`src/rtl/array_row_mult_seq_pkg.sv`:
```
// Shared constants and state encoding for the sequential row-reuse multiplier.
package array_mult_pkg;
  localparam int ROW_W  = 8;
  localparam int CNT_W  = 3;
  localparam int PROD_W = 16;

  typedef enum logic [1:0] {IDLE, ROW, RESOLVE, DONE} state_t;
endpackage

```
`src/rtl/array_row_mult_seq_if.sv`:
```
// Operand/product handshake bundle for array_row_mult_seq.
interface array_row_mult_seq_if;
  import array_mult_pkg::*;

  logic              in_valid;
  logic              in_ready;
  logic [ROW_W-1:0]  a;
  logic [ROW_W-1:0]  b;
  logic              out_valid;
  logic              out_ready;
  logic [PROD_W-1:0] product;
  logic              busy;

  modport master (output in_valid, a, b, out_ready,
                  input  in_ready, out_valid, product, busy);
  modport slave  (input  in_valid, a, b, out_ready,
                  output in_ready, out_valid, product, busy);
endinterface

```
`src/rtl/array_row_mult_seq_row.sv`:
```
// One carry-save row of the array multiplier: each cell adds a&b to the incoming sum and carry bits.
module EightBitArrayRow
  import array_mult_pkg::*;
(
  input  logic [ROW_W-1:0] a_i,
  input  logic [ROW_W-1:0] b_i,
  input  logic [ROW_W-1:0] sum_i,
  input  logic [ROW_W-1:0] c_i,
  output logic [ROW_W-1:0] s_o,
  output logic [ROW_W-1:0] c_o
);
  for (genvar j = 0; j < ROW_W; j++) begin : g_cell
    assign {c_o[j], s_o[j]} = {1'b0, a_i[j] & b_i[j]} + {1'b0, sum_i[j]} + {1'b0, c_i[j]};
  end
endmodule

```
`src/rtl/array_row_mult_seq.sv`:
```
// Sequential 8x8 multiplier reusing one carry-save row per cycle, then one 8-bit resolve add.
// Optional `ZERO_BYPASS_EN: a zero operand skips straight to DONE with product 0.
//
// state   | meaning
// IDLE    | waiting for operands, in_ready high
// ROW     | folding partial-product row row_cnt_q into the carry-save pair
// RESOLVE | adding sum_q + car_q to form the upper product byte
// DONE    | product presented until out_ready
module array_row_mult_seq
  import array_mult_pkg::*;
(
  input  logic           clk,
  input  logic           rst_n,
  array_row_mult_seq_if.slave bus
);
  state_t            state_q;
  logic [ROW_W-1:0]  a_q, b_q, sum_q, car_q, low_q;
  logic [CNT_W-1:0]  row_cnt_q;
  logic [PROD_W-1:0] product_q;
  logic              in_ready_q, out_valid_q, busy_q;
  logic [ROW_W-1:0]  row_s, row_c;

  EightBitArrayRow u_row (
    .a_i   (a_q),
    .b_i   ({ROW_W{b_q[row_cnt_q]}}),
    .sum_i (sum_q),
    .c_i   (car_q),
    .s_o   (row_s),
    .c_o   (row_c)
  );

  always_ff @(posedge clk or negedge rst_n) begin
    if (!rst_n) begin
      state_q     <= IDLE;
      a_q         <= '0;
      b_q         <= '0;
      sum_q       <= '0;
      car_q       <= '0;
      low_q       <= '0;
      row_cnt_q   <= '0;
      product_q   <= '0;
      in_ready_q  <= 1'b1;
      out_valid_q <= 1'b0;
      busy_q      <= 1'b0;
    end else begin
      case (state_q)
        IDLE: begin
          if (bus.in_valid && in_ready_q) begin
            a_q        <= bus.a;
            b_q        <= bus.b;
            sum_q      <= '0;
            car_q      <= '0;
            low_q      <= '0;
            row_cnt_q  <= '0;
            in_ready_q <= 1'b0;
`ifdef ZERO_BYPASS_EN
            if (bus.a == '0 || bus.b == '0) begin
              product_q   <= '0;
              out_valid_q <= 1'b1;
              state_q     <= DONE;
            end else begin
              busy_q  <= 1'b1;
              state_q <= ROW;
            end
`else
            busy_q  <= 1'b1;
            state_q <= ROW;
`endif
          end
        end
        ROW: begin
          // Bit 0 of the row sum is final; the rest shifts down one weight for the next row.
          low_q[row_cnt_q] <= row_s[0];
          sum_q            <= {1'b0, row_s[ROW_W-1:1]};
          car_q            <= row_c;
          if (row_cnt_q == CNT_W'(ROW_W - 1)) begin
            state_q <= RESOLVE;
          end else begin
            row_cnt_q <= row_cnt_q + 1'b1;
          end
        end
        RESOLVE: begin
          product_q   <= {sum_q + car_q, low_q};
          out_valid_q <= 1'b1;
          busy_q      <= 1'b0;
          state_q     <= DONE;
        end
        DONE: begin
          if (bus.out_ready) begin
            out_valid_q <= 1'b0;
            in_ready_q  <= 1'b1;
            state_q     <= IDLE;
          end
        end
        default: state_q <= IDLE;
      endcase
    end
  end

  assign bus.in_ready  = in_ready_q;
  assign bus.out_valid = out_valid_q;
  assign bus.product   = product_q;
  assign bus.busy      = busy_q;
endmodule

```
`src/flat_wrapper.sv`:
```
// flat-port wrapper written by rule: the top's interface ports become plain ports
module array_row_mult_seq_flat import array_mult_pkg::*;
  (clk, rst_n, bus_in_valid, bus_a, bus_b, bus_out_ready, bus_in_ready, bus_out_valid, bus_product, bus_busy);
  array_row_mult_seq_if bus_i ();
  input  logic clk;
  input  logic rst_n;
  input wire logic [$bits(bus_i.in_valid)-1:0] bus_in_valid;
  input wire logic [$bits(bus_i.a)-1:0] bus_a;
  input wire logic [$bits(bus_i.b)-1:0] bus_b;
  input wire logic [$bits(bus_i.out_ready)-1:0] bus_out_ready;
  output wire logic [$bits(bus_i.in_ready)-1:0] bus_in_ready;
  output wire logic [$bits(bus_i.out_valid)-1:0] bus_out_valid;
  output wire logic [$bits(bus_i.product)-1:0] bus_product;
  output wire logic [$bits(bus_i.busy)-1:0] bus_busy;
  assign bus_i.in_valid = bus_in_valid;
  assign bus_i.a = bus_a;
  assign bus_i.b = bus_b;
  assign bus_i.out_ready = bus_out_ready;
  assign bus_in_ready = bus_i.in_ready;
  assign bus_out_valid = bus_i.out_valid;
  assign bus_product = bus_i.product;
  assign bus_busy = bus_i.busy;
  array_row_mult_seq u_core (.clk(clk), .rst_n(rst_n), .bus(bus_i));
endmodule
```
`config.mk`:
```
export PLATFORM = sky130hd
export DESIGN_NAME = array_row_mult_seq_flat
export DESIGN_NICKNAME = d
export VERILOG_FILES = /design/src/rtl/array_row_mult_seq_pkg.sv /design/src/rtl/array_row_mult_seq_if.sv /design/src/rtl/array_row_mult_seq_row.sv /design/src/rtl/array_row_mult_seq.sv /design/src/flat_wrapper.sv
export SDC_FILE = /design/constraint.sdc
export NUM_CORES = 1
export LEC_CHECK = 0
export BUFFER_PORTS_ARGS = -buffer_cell sky130_fd_sc_hd__buf_4
export CAP_MARGIN = 5
export CORE_MARGIN = 8
export CORE_UTILIZATION = 50
export CTS_CLUSTER_DIAMETER = 50
export DETAILED_ROUTE_END_ITERATION = 6
export PLACE_DENSITY = 0.75
export SKIP_CTS_REPAIR_TIMING = 1
export SLEW_MARGIN = 20
export SYNTH_ARGS = -nofsm -noshare
export SYNTH_HDL_FRONTEND = slang
export SYNTH_SLANG_ARGS = --single-unit
```
`constraint.sdc`:
```
create_clock -name clk -period 2.3 [get_ports clk]
set_input_delay 0.69 -clock clk [delete_from_list [all_inputs] [get_ports clk]]
set_output_delay 0.69 -clock clk [all_outputs]
set_load 0.1 [all_outputs]
```
* Word-level counts from Yosys, hierarchy flattened *
Index checks and enable logic that the tools add are counted.

operators by class
  multiplexer cells = 23
  multiply operators = 0
  eq/ne operators = 8
  shift operators = 0
  reductions and logical operators = 14
  bitwise logic cells = 8
  $add $sub $neg = 18
  order comparisons = 2
  div/mod/pow operators = 0

operators by type and width
  operator                                                                       count
  8-bit case mux with 2 select lines                                             3
  1-bit by 1-bit adder with 2-bit output                                         8
  2-bit by 1-bit adder with 2-bit output                                         8
  3-bit AND reduction                                                            3
  8-bit adder                                                                    1
  1-bit AND                                                                      8
  8-bit bitwise mux                                                              1
  8-bit 2-to-1 mux                                                               1
  2-bit case mux with 4 select lines                                             1
  2-bit AND reduction                                                            4
  2-bit nonzero test                                                             4
  1-bit 2-to-1 mux                                                               6
  2-bit 2-to-1 mux                                                               3
  3-bit 2-to-1 mux                                                               2
  1-bit case mux with 2 select lines                                             3
  3-bit case mux with 2 select lines                                             1
  2-bit equality test (second input constant)                                    2
  3-bit by 4-bit less-than comparator with 1-bit output (second input constant)  1
  2-bit by 1-bit inequality test with 1-bit output (second input constant)       2
  2-bit inequality test (second input constant)                                  2
  3-bit by 1-bit adder with 3-bit output (second input constant)                 1
  1-bit binary-select mux with 3-bit select                                      1
  1-bit demux with 3-bit select                                                  1
  3-bit equality test (second input constant)                                    1
  4 further kinds                                                                5

storage, ports and cells
  bits in latches = 0
  register bits = 64
  memories = 0
  bits in read-only memories = 0
  RAM bits = 0
  bits of input ports = 20

* Logic depth before layout (Yosys ltp) *
  depth in word-level cells = 7
  mapped depth = 7

* Cells and area by module *
Synthesis repeated with hierarchy kept, for this count alone.

second synthesis, totals
  cell total of the unflattened synthesis = 289
  area total of the unflattened synthesis = 3296.9 um^2

modules (own cells, without submodules)
  module              area each (um^2)  cells an instance  times used
  array_row_mult_seq  3024.2            253                1
  EightBitArrayRow    272.8             36                 1

* Worst setup path before layout *
OpenSTA, ideal clock, no wires.

  path type = reg-to-reg
  start = register u_core.row_cnt_q[0]
  end = register u_core.low_q[1]
  arrival time = 2254 ps
  setup time = 66 ps
  buffers on the path = 0
  period minus slack after synthesis = 2320 ps
  slack = -20 ps
  data required time = 2234 ps
  stages on the path, launching flop included = 7
  cells stage by stage = dfrtp_1 > mux4_2 > mux2i_4 > nand2b_1 > fa_1 > o41ai_1 > a22o_1

between the ends
  cells in the longest elaborated chain, start to end = 7

ends and longest elaborated chain
  element                                    RTL line                      source
  start: declaration                         array_row_mult_seq.sv:18      logic [CNT_W-1:0] row_cnt_q;
  start signal: assignment                   array_row_mult_seq.sv:79      row_cnt_q <= row_cnt_q + 1'b1;
  1-bit binary-select mux with 3-bit select  array_row_mult_seq.sv:25      .b_i ({ROW_W{b_q[row_cnt_q]}}),
  1-bit 2-to-1 mux (implied by the code)     array_row_mult_seq.sv:25
  1-bit AND                                  array_row_mult_seq_row.sv:13  assign {c_o[j], s_o[j]} = {1'b0, a_i[j] & b_i[j]} + {1'b0, sum_i[j]} + {1'b0, c_i[j]};
  1-bit by 1-bit adder with 2-bit output     array_row_mult_seq_row.sv:13
  2-bit by 1-bit adder with 2-bit output     array_row_mult_seq_row.sv:13
  8-bit bitwise mux (*)                      array_row_mult_seq.sv:73      low_q[row_cnt_q] <= row_s[0];
  8-bit case mux with 2 select lines (*)     array_row_mult_seq.sv:46      case (state_q)
  end signal: indexed assignment             array_row_mult_seq.sv:73
  end: declaration                           array_row_mult_seq.sv:17      logic [ROW_W-1:0] a_q, b_q, sum_q, car_q, low_q;

Mark *: on every way between the ends. The rest lies on a longest branch, timed or not. The select of a mux whose other input is x is not followed.
A chain may end at the register's enable or synchronous reset.

* Final worst setup path *
Ends and elaborated chain as after synthesis.

==> results.tsv <==
metric	value	unit
Fmax achieved	438.6	MHz
Setup Crit Path Kind	flop to flop	
setup TNS	0	ns
Multi-input gate area	1504	um2
H-tree depth	3	
initial DRC count	100	
Core Area	6241	um2
DR vias	2177	
Final setup violation count	0	
max_slew headroom	48.34	%
fin. max-slew vios	0	
Post-DP Area	3588	um2
placer congestion estimate	0.7704	
vias in the first global route	2151	
pin count of the biggest net entering global routing	64	
Post-Place Setup Slack	-0.008176	ns
DR pass1 iterations	5	
Site Rows	29	
die width	95.77	um
vias per cell	5.554	
CTS tree	built	
CTS buffer count	9	
chip height	95.77	um
CTS root buf	clkbuf_8	
Cell variety after synth	38	
Worst-path clk slew	0.07	ns
crit path max fanout	5	
layout overhead on the synthesized area	20.72	%
clock latency at the later pin of the worst-skew pair	0.34	ns
FILL cells	512	
Worst setup EP type	flop	
DRC violations left	0	
syn avg cell area	12.10	um2
total number of yosys warnings	0	
Lkg Pwr	0.001860	uW
dominant synthesized flop cell	dfrtp_1	
Worst setup SP type	flop	
Net Count, Synth	306	
first-pass GRT wire length	10.73	mm
Ports	39	
# nets final	353	
Synth area leader	dfrtp_1	
IR drop worst, VDD	0.9893	mV
crit path launch	u_core.row_cnt_q[0]	
Routed WL	6.370	mm
initial antenna violation count	0	
antenna cells	0	
Post-synth EDFFs	0	
asr flop ratio synth	100.0	%
clock sink count	63	
max-cap violations	0	
CP required	2.58	ns
GRT Util Overall	15.11	%
Synth top area share	48.76	%
Wirelength per Cell	16.25	um
Initial Utilization	50.98	%
Hold/Removal Path Class	input port to async pin	
Top Layer Used	met4	
worst r2r src	u_core.row_cnt_q[0]	
Hold Vio Cnt, Final	0	
RSZ-0062 raised after global routing	true	
Syn Std Cell Area	3182	um2
Syn Inst Count	263	
Worst Skew	0.009281	ns
metal1 wirelength	2.986	mm
PortBufs	38	
fin worst setup slack	0.02023	ns
Finished Cell Area	3841	um2
Detailed Place HPWL	4.506	mm
status	complete, no violations	
metal2 WL	2.912	mm
synth top area cells	dfrtp_1, mux2_2, ha_1, fa_1, a22o_1	
Reg area	1579	um2
Clock Path Buffers	2	
Worst Tran Pin Value	0.7749	ns
Die ar.	9172	um2
Pwr Density	1504	nW/um2
Antenna Nets Post-Route	0	
proportion of layout cells with a drive suffix above 1	32.06	%
part of the cycle the worst path needs	99.12	%
Routed met3 length	365	um
minimum clock period	2.280	ns
Worst EP arrival	2.56	ns
FF+latch count, synth	63	
register area share after synthesis	49.59	%
Overflow after GRT	0	
## metal layers
layer | track usage (%) | up-vias
met1 | 20.18 | 1069
met4 | 7.298 | 0
li1 | - | 1044
met3 | 4.134 | 10
met2 | 22.29 | 54
met5 | 0 | -
## Yosys cell counts (all sizes together) (4+ instances only)
cell type and instances:
nor2 10, o22ai 4, fa 8, a21oi 8
buf 9, nand2b 4, o21ai 17, mux2i 5
a31oi 4, a22o 18, inv 18, mux2 28
ha 15, dfrtp 62, o21a 4, nor2b 9
nand2 9
## flip-flops by register name, indices dropped and copies added (netlist names), 2 cells and up
name                cells
u_core.a_q              8
u_core.b_q              8
u_core.bus.product     16
u_core.car_q            8
u_core.low_q            8
u_core.row_cnt_q        3
u_core.state_q          2
u_core.sum_q            7
## worst max-delay path, stage by stage (launching register included)
cell      delay (ns)
dfrtp_2         0.40
mux4_2          0.54
mux2i_4         0.17
nand2b_4        0.15
fa_2            0.46
o41ai_2         0.33
a22o_1          0.16
## power by group
group | internal, uW | switching, uW
sequential | 1500 | 285
clock | 701 | 424
combinational | 1050 | 1820
total | 3250 | 2530
## layout make-up
cell class	count	share of cell area (%)
Clock inverter	4	1.987
Clock buffer	12	4.300
Timing Repair Buffer	47	9.186
Inverter	18	1.759
Sequential cell	63	41.11
Multi-Input combinational cell	171	39.15
Tap cell	77	2.508
## cell families (layout without fill, tap and decap cells)
kind of cell               Yosys count  after routing  synth area share [%]
adders and majority gates           23             23                 10.93
and+or+nand+nor                     41             41                 6.724
buffers and inverters               29             81                 3.696
muxes                               35             35                 13.29
xor gates and xnor gates             2              2                0.5506
DFF                                 63             63                 49.59
AOI/OAI and AO/OA                   70             70                 15.22
## worst paths after layout
kind | slack (ns) | end | cells after the start
setup / recovery | 0.02 | u_core.low_q[1] | 6
hold / removal | 0.43 | u_core.a_q[1] | 1
setup reg to reg | 0.02 | u_core.low_q[1] | 6
hold reg to reg | 0.50 | u_core.a_q[6] | 1
max in group asynchronous | 1.32 | u_core.row_cnt_q[0] | 1
min in group clk | 0.50 | u_core.a_q[6] | 1
## stage by stage
| step | hold slack [ns] | utilization (%) | instances | power [uW] |
|---|---|---|---|---|
| final | 0.4275 | 61.55 | 392 | 5778 |
| after global routing | 0.4984 | 61.55 | 392 | 6128 |
| after global placement | 0.4824 | 57.50 | 376 | 4530 |
| after CTS | 0.4590 | 61.37 | 392 | 5784 |
| after floorplan | 0.3944 | - | 263 | 3935 |
| after detailed placement | 0.4892 | 57.50 | 376 | 4620 |
## cells in the final DEF (no fill, tap or decap), types with 2 or more instances in the layout
| master | count |
|---|---|
| nand3_1 | 2 |
| nand2b_1 | 3 |
| clkbuf_8 | 12 |
| o21a_1 | 4 |
| nand3b_1 | 2 |
| dfrtp_1 | 61 |
| a21oi_1 | 8 |
| ha_1 | 15 |
| nor2_1 | 10 |
| mux4_2 | 2 |
| fa_1 | 7 |
| a31oi_1 | 4 |
| buf_4 | 47 |
| or3_1 | 2 |
| bufinv_16 | 2 |
| o31ai_1 | 3 |
| mux2_2 | 28 |
| nor2b_1 | 9 |
| inv_1 | 18 |
| o41ai_1 | 2 |
| nand2_1 | 9 |
| a211oi_1 | 3 |
| o22ai_1 | 4 |
| a21o_1 | 2 |
| o21ai_0 | 17 |
| a22o_1 | 18 |
| mux2i_1 | 4 |
Power figures use the tool's default switching activity.
